## src/rtl/gate_test_pkg.sv

```systemverilog
// Shared types and constants for the gate unit self-test sequencer.
package gate_test_pkg;

   typedef enum logic [1:0] {
      IDLE   = 2'd0,
      SETTLE = 2'd1,
      CHECK  = 2'd2,
      DONE   = 2'd3
   } state_t;

   localparam int VEC_COUNT = 4;

   // Truth tables indexed by {B,A}
   localparam logic [3:0] EXP_AND = 4'b1000;
   localparam logic [3:0] EXP_OR  = 4'b1110;
   localparam logic [3:0] EXP_XOR = 4'b0110;

endpackage

```

## src/rtl/gate_selftest_ctrl_settle_timer.sv

```systemverilog
// Per-vector settle counter: cleared on vector entry, counts while enabled,
// flags expiry on the last settle cycle.
module settle_timer #(
   parameter int SETTLE_CYCLES = 2
) (
   input  logic clk,
   input  logic rst,
   input  logic i_clear,
   input  logic i_enable,
   output logic o_expired
);

   localparam logic [7:0] LP_LAST = 8'(SETTLE_CYCLES - 1);

   logic [7:0] r_count;

   always_ff @(posedge clk or posedge rst) begin
      if (rst) begin
         r_count <= 8'd0;
      end else if (i_clear) begin
         r_count <= 8'd0;
      end else if (i_enable) begin
         r_count <= r_count + 8'd1;
      end
   end

   assign o_expired = (r_count == LP_LAST);

endmodule

```

## src/rtl/gate_selftest_ctrl.sv

```systemverilog
// Self-test sequencer for the two-input gate unit: walks {B,A}=00..11, checks C/D/E.
// Result is ready 4*(SETTLE_CYCLES+1) cycles after start; start is ignored while busy.
module gate_selftest_ctrl
   import gate_test_pkg::*;
#(
   parameter int         SETTLE_CYCLES = 2,
   parameter logic [3:0] EXP_C         = EXP_AND,
   parameter logic [3:0] EXP_D         = EXP_OR,
   parameter logic [3:0] EXP_E         = EXP_XOR
) (
   input  logic       clk,
   input  logic       rst,
   input  logic       start,
   input  logic       abort,
   input  logic       c_in,
   input  logic       d_in,
   input  logic       e_in,
   output logic       a_out,
   output logic       b_out,
   output logic       busy,
   output logic       done,
   output logic       pass,
   output logic [2:0] err_mask,
   output logic [3:0] err_count,
   output logic [1:0] first_fail_idx,
   output logic       first_fail_vld
);

   function automatic logic [1:0] popcnt3(input logic [2:0] v);
      return {1'b0, v[0]} + {1'b0, v[1]} + {1'b0, v[2]};
   endfunction

   state_t     r_state;
   logic [1:0] r_idx;
   logic       r_busy;
   logic       r_done;
   logic       r_pass;
   logic [2:0] r_mask;
   logic [3:0] r_cnt;
   logic [1:0] r_ffi;
   logic       r_ffv;

   state_t     w_state;
   logic [1:0] w_idx;
   logic       w_busy;
   logic       w_done;
   logic       w_pass;
   logic [2:0] w_mask;
   logic [3:0] w_cnt;
   logic [1:0] w_ffi;
   logic       w_ffv;
   logic       w_tmr_clear;
   logic       w_expired;
   logic [2:0] w_mism;
   logic [4:0] w_sum;
   logic [3:0] w_cnt_sum;

   settle_timer #(
      .SETTLE_CYCLES(SETTLE_CYCLES)
   ) u_settle_timer (
      .clk      (clk),
      .rst      (rst),
      .i_clear  (w_tmr_clear),
      .i_enable (r_state == SETTLE),
      .o_expired(w_expired)
   );

   // The vector index is the registered A/B drive itself, so it is only meaningful in CHECK
   assign w_mism    = {e_in ^ EXP_E[r_idx], d_in ^ EXP_D[r_idx], c_in ^ EXP_C[r_idx]};
   assign w_sum     = {1'b0, r_cnt} + {3'b000, popcnt3(w_mism)};
   assign w_cnt_sum = (w_sum > 5'd15) ? 4'hF : w_sum[3:0];

   always_ff @(posedge clk or posedge rst) begin
      if (rst) begin
         r_state <= IDLE;
         r_idx   <= 2'd0;
         r_busy  <= 1'b0;
         r_done  <= 1'b0;
         r_pass  <= 1'b0;
         r_mask  <= 3'd0;
         r_cnt   <= 4'd0;
         r_ffi   <= 2'd0;
         r_ffv   <= 1'b0;
      end else begin
         r_state <= w_state;
         r_idx   <= w_idx;
         r_busy  <= w_busy;
         r_done  <= w_done;
         r_pass  <= w_pass;
         r_mask  <= w_mask;
         r_cnt   <= w_cnt;
         r_ffi   <= w_ffi;
         r_ffv   <= w_ffv;
      end
   end

   always_comb begin
      w_state     = r_state;
      w_idx       = r_idx;
      w_busy      = r_busy;
      w_done      = r_done;
      w_pass      = r_pass;
      w_mask      = r_mask;
      w_cnt       = r_cnt;
      w_ffi       = r_ffi;
      w_ffv       = r_ffv;
      w_tmr_clear = 1'b0;

      case (r_state)
         IDLE, DONE: begin
            if (start) begin
               w_idx       = 2'd0;
               w_mask      = 3'd0;
               w_cnt       = 4'd0;
               w_ffi       = 2'd0;
               w_ffv       = 1'b0;
               w_done      = 1'b0;
               w_pass      = 1'b0;
               w_busy      = 1'b1;
               w_tmr_clear = 1'b1;
               w_state     = SETTLE;
            end
         end
         SETTLE: begin
            if (w_expired) begin
               w_state = CHECK;
            end
         end
         CHECK: begin
            w_mask = r_mask | w_mism;
            w_cnt  = w_cnt_sum;
            if ((w_mism != 3'd0) && !r_ffv) begin
               w_ffi = r_idx;
               w_ffv = 1'b1;
            end
            if (r_idx == 2'(VEC_COUNT - 1)) begin
               w_state = DONE;
               w_busy  = 1'b0;
               w_done  = 1'b1;
               w_pass  = (w_mask == 3'd0);
            end else begin
               w_idx       = r_idx + 2'd1;
               w_tmr_clear = 1'b1;
               w_state     = SETTLE;
            end
         end
         default: begin
            w_state = IDLE;
         end
      endcase

      // Abort beats everything, including a coincident start
      if (abort) begin
         w_state     = IDLE;
         w_idx       = 2'd0;
         w_busy      = 1'b0;
         w_done      = 1'b0;
         w_pass      = 1'b0;
         w_mask      = 3'd0;
         w_cnt       = 4'd0;
         w_ffi       = 2'd0;
         w_ffv       = 1'b0;
         w_tmr_clear = 1'b1;
      end
   end

   assign a_out          = r_idx[0];
   assign b_out          = r_idx[1];
   assign busy           = r_busy;
   assign done           = r_done;
   assign pass           = r_pass;
   assign err_mask       = r_mask;
   assign err_count      = r_cnt;
   assign first_fail_idx = r_ffi;
   assign first_fail_vld = r_ffv;

endmodule

```

## config.mk

```make
export PLATFORM = sky130hd
export DESIGN_NAME = gate_selftest_ctrl
export DESIGN_NICKNAME = d
export VERILOG_FILES = /design/src/rtl/gate_test_pkg.sv /design/src/rtl/gate_selftest_ctrl_settle_timer.sv /design/src/rtl/gate_selftest_ctrl.sv
export SDC_FILE = /design/constraint.sdc
export NUM_CORES = 1
export LEC_CHECK = 0
export ABC_AREA = 0
export ABC_CLOCK_PERIOD_IN_PS = 6600
export BUFFER_PORTS_ARGS = -buffer_cell sky130_fd_sc_hd__buf_4
export CAP_MARGIN = 20
export CORE_ASPECT_RATIO = 1.75
export CORE_MARGIN = 2
export CORE_UTILIZATION = 60
export DETAILED_ROUTE_END_ITERATION = 10
export GPL_TIMING_DRIVEN = 0
export HOLD_SLACK_MARGIN = 0.02
export PLACE_DENSITY = 0.83
export SETUP_SLACK_MARGIN = 0.1
export SYNTH_ARGS = -nofsm -noshare
export SYNTH_HDL_FRONTEND = slang
export SYNTH_SLANG_ARGS = --single-unit
```

## constraint.sdc

```tcl
create_clock -name clk -period 6.6 [get_ports clk]
set_clock_uncertainty 0.15 [all_clocks]
set_input_delay 0.66 -clock clk [delete_from_list [all_inputs] [get_ports clk]]
set_output_delay 0.66 -clock clk [all_outputs]
set_load 0.1 [all_outputs]
```

# Word level (Yosys, flattened, before mapping)
# Index checks and enable logic that the tools add are counted.
word_totals:
  register_bits: 25
  latchBits: 0
  ramBits: 0
  mem_bits_ro: 0
  input_bits: 7
  wordCells: 89
  n_memories: 0
classes:
  addsub: 5
  mul: 0
  div_mod_pow: 0
  order_cmp: 2
  eq_ne: 10
  shifts: 0
  mux: 45
  bitwise_logic: 4
  reduce_logical: 13
ops:
  columns: ["cell", "n"]
  rows:
  - ["2-bit two-way mux", 9]
  - ["1-bit two-way mux", 16]
  - ["8-bit two-way mux", 2]
  - ["3-bit != test (second input constant)", 5]
  - ["4-bit two-way mux", 3]
  - ["1-bit case mux with 2 select lines", 5]
  - ["3-bit AND reduction", 3]
  - ["8-bit by 1-bit adder with 8-bit output (second input constant)", 1]
  - ["8-bit by 1-bit == test with 1-bit output (second input constant)", 1]
  - ["2-bit case mux with 2 select lines", 2]
  - ["4-bit case mux with 2 select lines", 1]
  - ["1-bit binary-select mux with 2-bit select", 3]
  - ["2-bit == test (second input constant)", 3]
  - ["3-bit two-way mux", 2]
  - ["2-bit case mux with 3 select lines", 1]
  - ["3-bit case mux with 2 select lines", 1]
  - ["3-bit nonzero test", 2]
  - ["4-bit by 2-bit adder with 5-bit output", 1]
  - ["5-bit by 4-bit > comparator with 1-bit output (second input constant)", 1]
  - ["2-bit AND reduction", 2]
  - ["3-bit zero test", 1]
  - ["2-bit by 3-bit < comparator with 1-bit output (second input constant)", 1]
  - ["3-bit bitwise OR", 1]
  - ["1-bit bitwise XOR", 3]
  - ["9 further kinds", 9]

# Logic depth before layout (Yosys ltp)
depth:
  word_depth: 10
  mapped_depth: 13
  mapped_depth_nobuf: 13

# Hierarchy
# A second synthesis with hierarchy kept.
hier_totals:
  cells_unflattened: 151
  hier_area_um2: 1446.4
modules_own_cells:
  columns: ["module", "instances", "cells_per_inst", "area_each_um2"]
  rows:
  - ["gate_selftest_ctrl", 1, 109, 1018.5]
  - ["settle_timer", 1, 42, 427.9]

# Least setup slack after synthesis
# OpenSTA, ideal clock, no wires.
synth_timing:
  path_kind: "register to register"
  start: "reg r_idx[0]"
  end: "reg r_cnt[1] (netlist: err_count[1])"
  setup_ns: 0.079
  t_arrival_ns: 3.238
  required_ns: 6.371
  slack_ns: 3.133
  path_stages_with_launch: 14
  period_less_slack_ns: 3.467
  cell_sequence: "dfrtp_1 inv_1 ha_1 xor2_2 inv_1 fa_1 inv_1 ha_1 inv_1 fa_1 inv_1 nand3_1 a21oi_1 o21bai_1"
synth_via:
  elab_chain_cells: 10
  word_cells_on_any_way: 16
  classes_between: "add/sub: 3; order compare: 1; mux: 9; bitwise: 3"
synth_lines:
  columns: ["item", "line_no", "text"]
  rows:
  - ["start: declaration", "gate_selftest_ctrl.sv:34", "logic [1:0] r_idx;"]
  - ["start signal: assignment", "gate_selftest_ctrl.sv:86", "r_idx <= w_idx;"]
  - ["1-bit binary-select mux with 2-bit select", "gate_selftest_ctrl.sv:69", "assign w_mism = {e_in ^ EXP_E[r_idx], d_in ^ EXP_D[r_idx], c_in ^ EXP_C[r_idx]};"]
  - ["1-bit two-way mux (implied by the code)", "gate_selftest_ctrl.sv:69", null]
  - ["1-bit bitwise XOR", "gate_selftest_ctrl.sv:69", null]
  - ["1-bit by 1-bit adder with 2-bit output", "gate_selftest_ctrl.sv:30", "return {1'b0, v[0]} + {1'b0, v[1]} + {1'b0, v[2]};"]
  - ["2-bit by 1-bit adder with 2-bit output (*)", "gate_selftest_ctrl.sv:30", null]
  - ["4-bit by 2-bit adder with 5-bit output (*)", "gate_selftest_ctrl.sv:70", "assign w_sum = {1'b0, r_cnt} + {3'b000, popcnt3(w_mism)};"]
  - ["5-bit by 4-bit > comparator with 1-bit output", "gate_selftest_ctrl.sv:71", "assign w_cnt_sum = (w_sum > 5'd15) ? 4'hF : w_sum[3:0];"]
  - ["4-bit two-way mux (*)", "gate_selftest_ctrl.sv:71", null]
  - ["4-bit case mux with 2 select lines (*)", "gate_selftest_ctrl.sv:109", "case (r_state)"]
  - ["4-bit two-way mux (*)", "gate_selftest_ctrl.sv:153", "if (abort) begin"]
  - ["end signal: assignment", "gate_selftest_ctrl.sv:91", "r_cnt <= w_cnt;"]
  - ["end: declaration", "gate_selftest_ctrl.sv:39", "logic [3:0] r_cnt;"]
# Mark *: on every way between the ends. The rest lies on a longest branch, timed or not. The select of a mux whose other input is x is not followed.
# A chain may end at the register's enable or synchronous reset.

# Final worst setup path
# Ends and elaborated chain as after synthesis.

==> impl_results.md <==
- Clock power frac: 20.6%
- IO buf count: 21
- TritonRoute pass-1 iters: 4
- Critical path's top delay family: adder cells
- Switching share of power: between 30% and 40%
- Worst Path Required: between 6 and 7 ns
- Drt wl/cell: about 16 um
- DP Wirelength: around 2500 um
- Max H-tree Level: 1
- # clock sinks: 25
- Final Critical Period: about 3.0 ns
- Max cap viols: 0
- Post-synth EDFFs: 0
- Slowest cell on crit path: fa_1
- Post-synth net total: 165
- Primary FF master, synth: dfrtp_1
- #FFs+latches synth: 25
- Top cells by count, synth: 25 x dfrtp_1, 19 x inv_1, 14 x nor2_1
- Synth cell types: 40
- Antenna-violating nets left: 0
- Register Area: around 630 um2
- Slew @ Worst Pin: 0.968 ns
- Post-Layout Inst Area: ~1700 um2
- Cts bufs inserted: 3
- Mapped Area: between 1000 and 1500 um2
- Die X: 41.4 um
- Critical-path cell list: inv_1 -> ha_1 -> xor2_2 -> inv_1 -> fa_1 -> inv_1 -> ha_1 -> inv_1 -> fa_1 -> inv_1 -> nand3_1 -> a21oi_1 -> o21bai_1
- Sequential Power Share: 40.4%
- PwrDens: between 200 and 300 nW/um2
- Die Y: between 60 and 70 um
- Pint: between 0.0002 and 0.0003 W
- DRC viols: 0
- DIE AREA: just under 3000 um2
- GRT Overall Usage: between 20% and 30%
- Antenna violations before repair: 0
- Setup Buffers After CTS: 0
- Gate Count Post-Synth: around 150
- Core area: approximately 2300 um2
- Critical Path AT: 3.07 ns
- Unrepaired setup endpoints after global routing: false
- Max Buffers Root-to-Sink: 2
- Top Ports: 22
- Share of power burned in combinational logic: 39.1%
- Crit share post-route: 45.6%
- Worst path bufs/invs: 5
- Critical Path End Type: flop
- 1st-iter DRT viols: 33
- First-pass GRT wire length: 5510 um
- Max Clk Rate: 332 MHz
- Post-Syn Area per Cell: ~10 um2
- Placed Area: ~1700 um2
- CTS Hold Bufs: 0
- Switching power total: roughly 0.00017 W
- Worst path most repeated cell: inv_1
- CTS resizes: 0
- Routed WL: roughly 3200 um
- Rows: 23
- Top cell type's share of synthesized area: between 40% and 50%
- Largest net degree at the start of global routing: 26
- Synth top area cells: dfrtp_1 43%, ha_1 7.7%, inv_1 4.8%, a21oi_1 3.7%, nor2_1 3.6%
- Max_slew headroom: between 30% and 40%
- Via count: between 1000 and 1500
- Launching point of the worst reg2reg path: r_idx[0]$_DFFE_PP0P_
- Critical Path Source: r_idx[0]$_DFFE_PP0P_
- CTS tree: built
- Number of global-route vias before repair: ~1200
- Hold crit path type: flop to flop
- Most numerous cell in the Yosys netlist: dfrtp_1
- Clock Latency Late Sink: roughly 0.27 ns
- Root buf cell: clkbuf_8
- Total grt overflow: 0
- Final setup TNS: 0 ns
- Crit path largest cell delay: approximately 0.43 ns
- Pleak: 0.813 nW
- Starting Density: approximately 64%
- Total Nets Final: 191
- Worst Hold Launch: done$_DFFE_PP0P_
- Area of the multi-input gates: ~750 um2
- Startpoint Class: flop
- Vias per inst: slightly below 6
- Synth warn: 0
- Hold Violations, Final: 0
- Reg clk slew, reported paths: ~0.090 ns
- Worst vdd ir: between 150 and 200 uV
- Outcome: finished, final reports clean
- Setup violators final: 0
- Syn-to-layout area delta: 16.0%
- Share of layout cells above drive strength 1: about a fifth
- Slew Viols, Final: 0
- Crit Path Max Fanout: 4
- Crit path kind: flop to flop
- # fillers: around 190
- FFs w/ async S/R, synth: 100%
- Largest area contributor in the netlist: dfrtp_1
- ANT cells: 0
- Final GP Congestion: between 0.8 and 0.9
- Seq/Total Area, Yosys: 42.5%
[tightest hold or removal path: stages (launching register included)]
cell and delay [ns]:
dfrtp_1 0.35, a21oi_1 0.04, a21oi_1 0.11
[area by class of cell]
cell class,instances,area share (%)
repair buffers,21,9.24
flip-flops and latches,25,36.7
clock inverters,1,0.293
multi-input cells,100,43.8
plain buffers,3,1.61
well taps,25,1.83
clock buffers,3,2.42
inverters,19,4.18
[path summary, 6_finish.rpt]
path	endpoint	slack, ns	cells after the start
setup / recovery	err_count[1]$_DFFE_PP0P_	3.59	13
hold / removal	done$_DFFE_PP0P_	0.39	2
setup reg to reg	err_count[1]$_DFFE_PP0P_	3.59	13
hold reg to reg	done$_DFFE_PP0P_	0.39	2
max in group asynchronous	r_state[1]$_DFFE_PP0P_	5.25	2
min in group asynchronous	first_fail_idx[1]$_DFFE_PP0P_	0.46	2
[cell families (layout without fill, tap and decap cells)]
kind of cell	count (synthesis)	count (layout)	share of synthesized area, %
AOI/OAI and AO/OA	37	37	17.5
buffers and inverters	22	47	6.72
DFF	25	25	42.5
xor gates and xnor gates	10	10	8.25
adders and majority gates	11	11	10.4
muxes	1	1	0.765
and+or+nand+nor	41	41	13.9
[flip-flops by register name, summed over array words and instances (netlist names)]
register / cells
done: 1
r_state: 2
err_mask: 3
r_idx: 2
first_fail_vld: 1
busy: 1
pass: 1
err_count: 4
first_fail_idx: 2
u_settle_timer.r_count: 8
[per-layer routing]
layer | GRT usage, % | share of wire, %
met1 | 23.8 | 35
met2 | 47.9 | 60
met3 | 3.39 | 2.9
met4 | 14.7 | 2.8
met5 | 0 | 0
[metrics by stage]
stage          hold slack (ns)  instances  power [W]  util [%]  setup slack (ns)
2_1_floorplan            0.361        147   0.000315         -              3.13
3_3_place_gp             0.349        193   0.000348      72.1              3.66
3_5_place_dp             0.375        193   0.000355      72.1              3.58
4_1_cts                  0.399        197   0.000447      74.1              3.55
5_1_grt                  0.412        197   0.000474      74.1              3.30
6_report                 0.389        197   0.000444      74.1              3.59
[cell usage in the layout (no fill, tap or decap), types with 2 or more instances in the layout]
cell,count
o21a_1,3
xor2_1,3
nor2_1,14
a31o_2,2
fa_1,2
o31ai_1,2
nand2b_1,2
o21ai_1,2
dfrtp_1,25
buf_4,21
a21oi_1,11
a22o_1,3
nor2b_1,2
nand4_1,3
buf_6,2
nand2_1,9
ha_1,9
inv_1,19
nor3_1,6
a32o_1,3
xnor2_1,4
o21ai_0,2
clkbuf_8,3
[power groups by stage]
stage / combinational (W) / clock (W) / sequential (W)
after floorplan: 0.000108 / 0 / 0.000208
after global placement: 0.000167 / 0 / 0.000182
after detailed placement: 0.000173 / 0 / 0.000183
after CTS: 0.000174 / 0.0000939 / 0.000180
after global routing: 0.000193 / 0.0000988 / 0.000182
final: 0.000173 / 0.0000913 / 0.000179
Power figures use the tool's default switching activity.
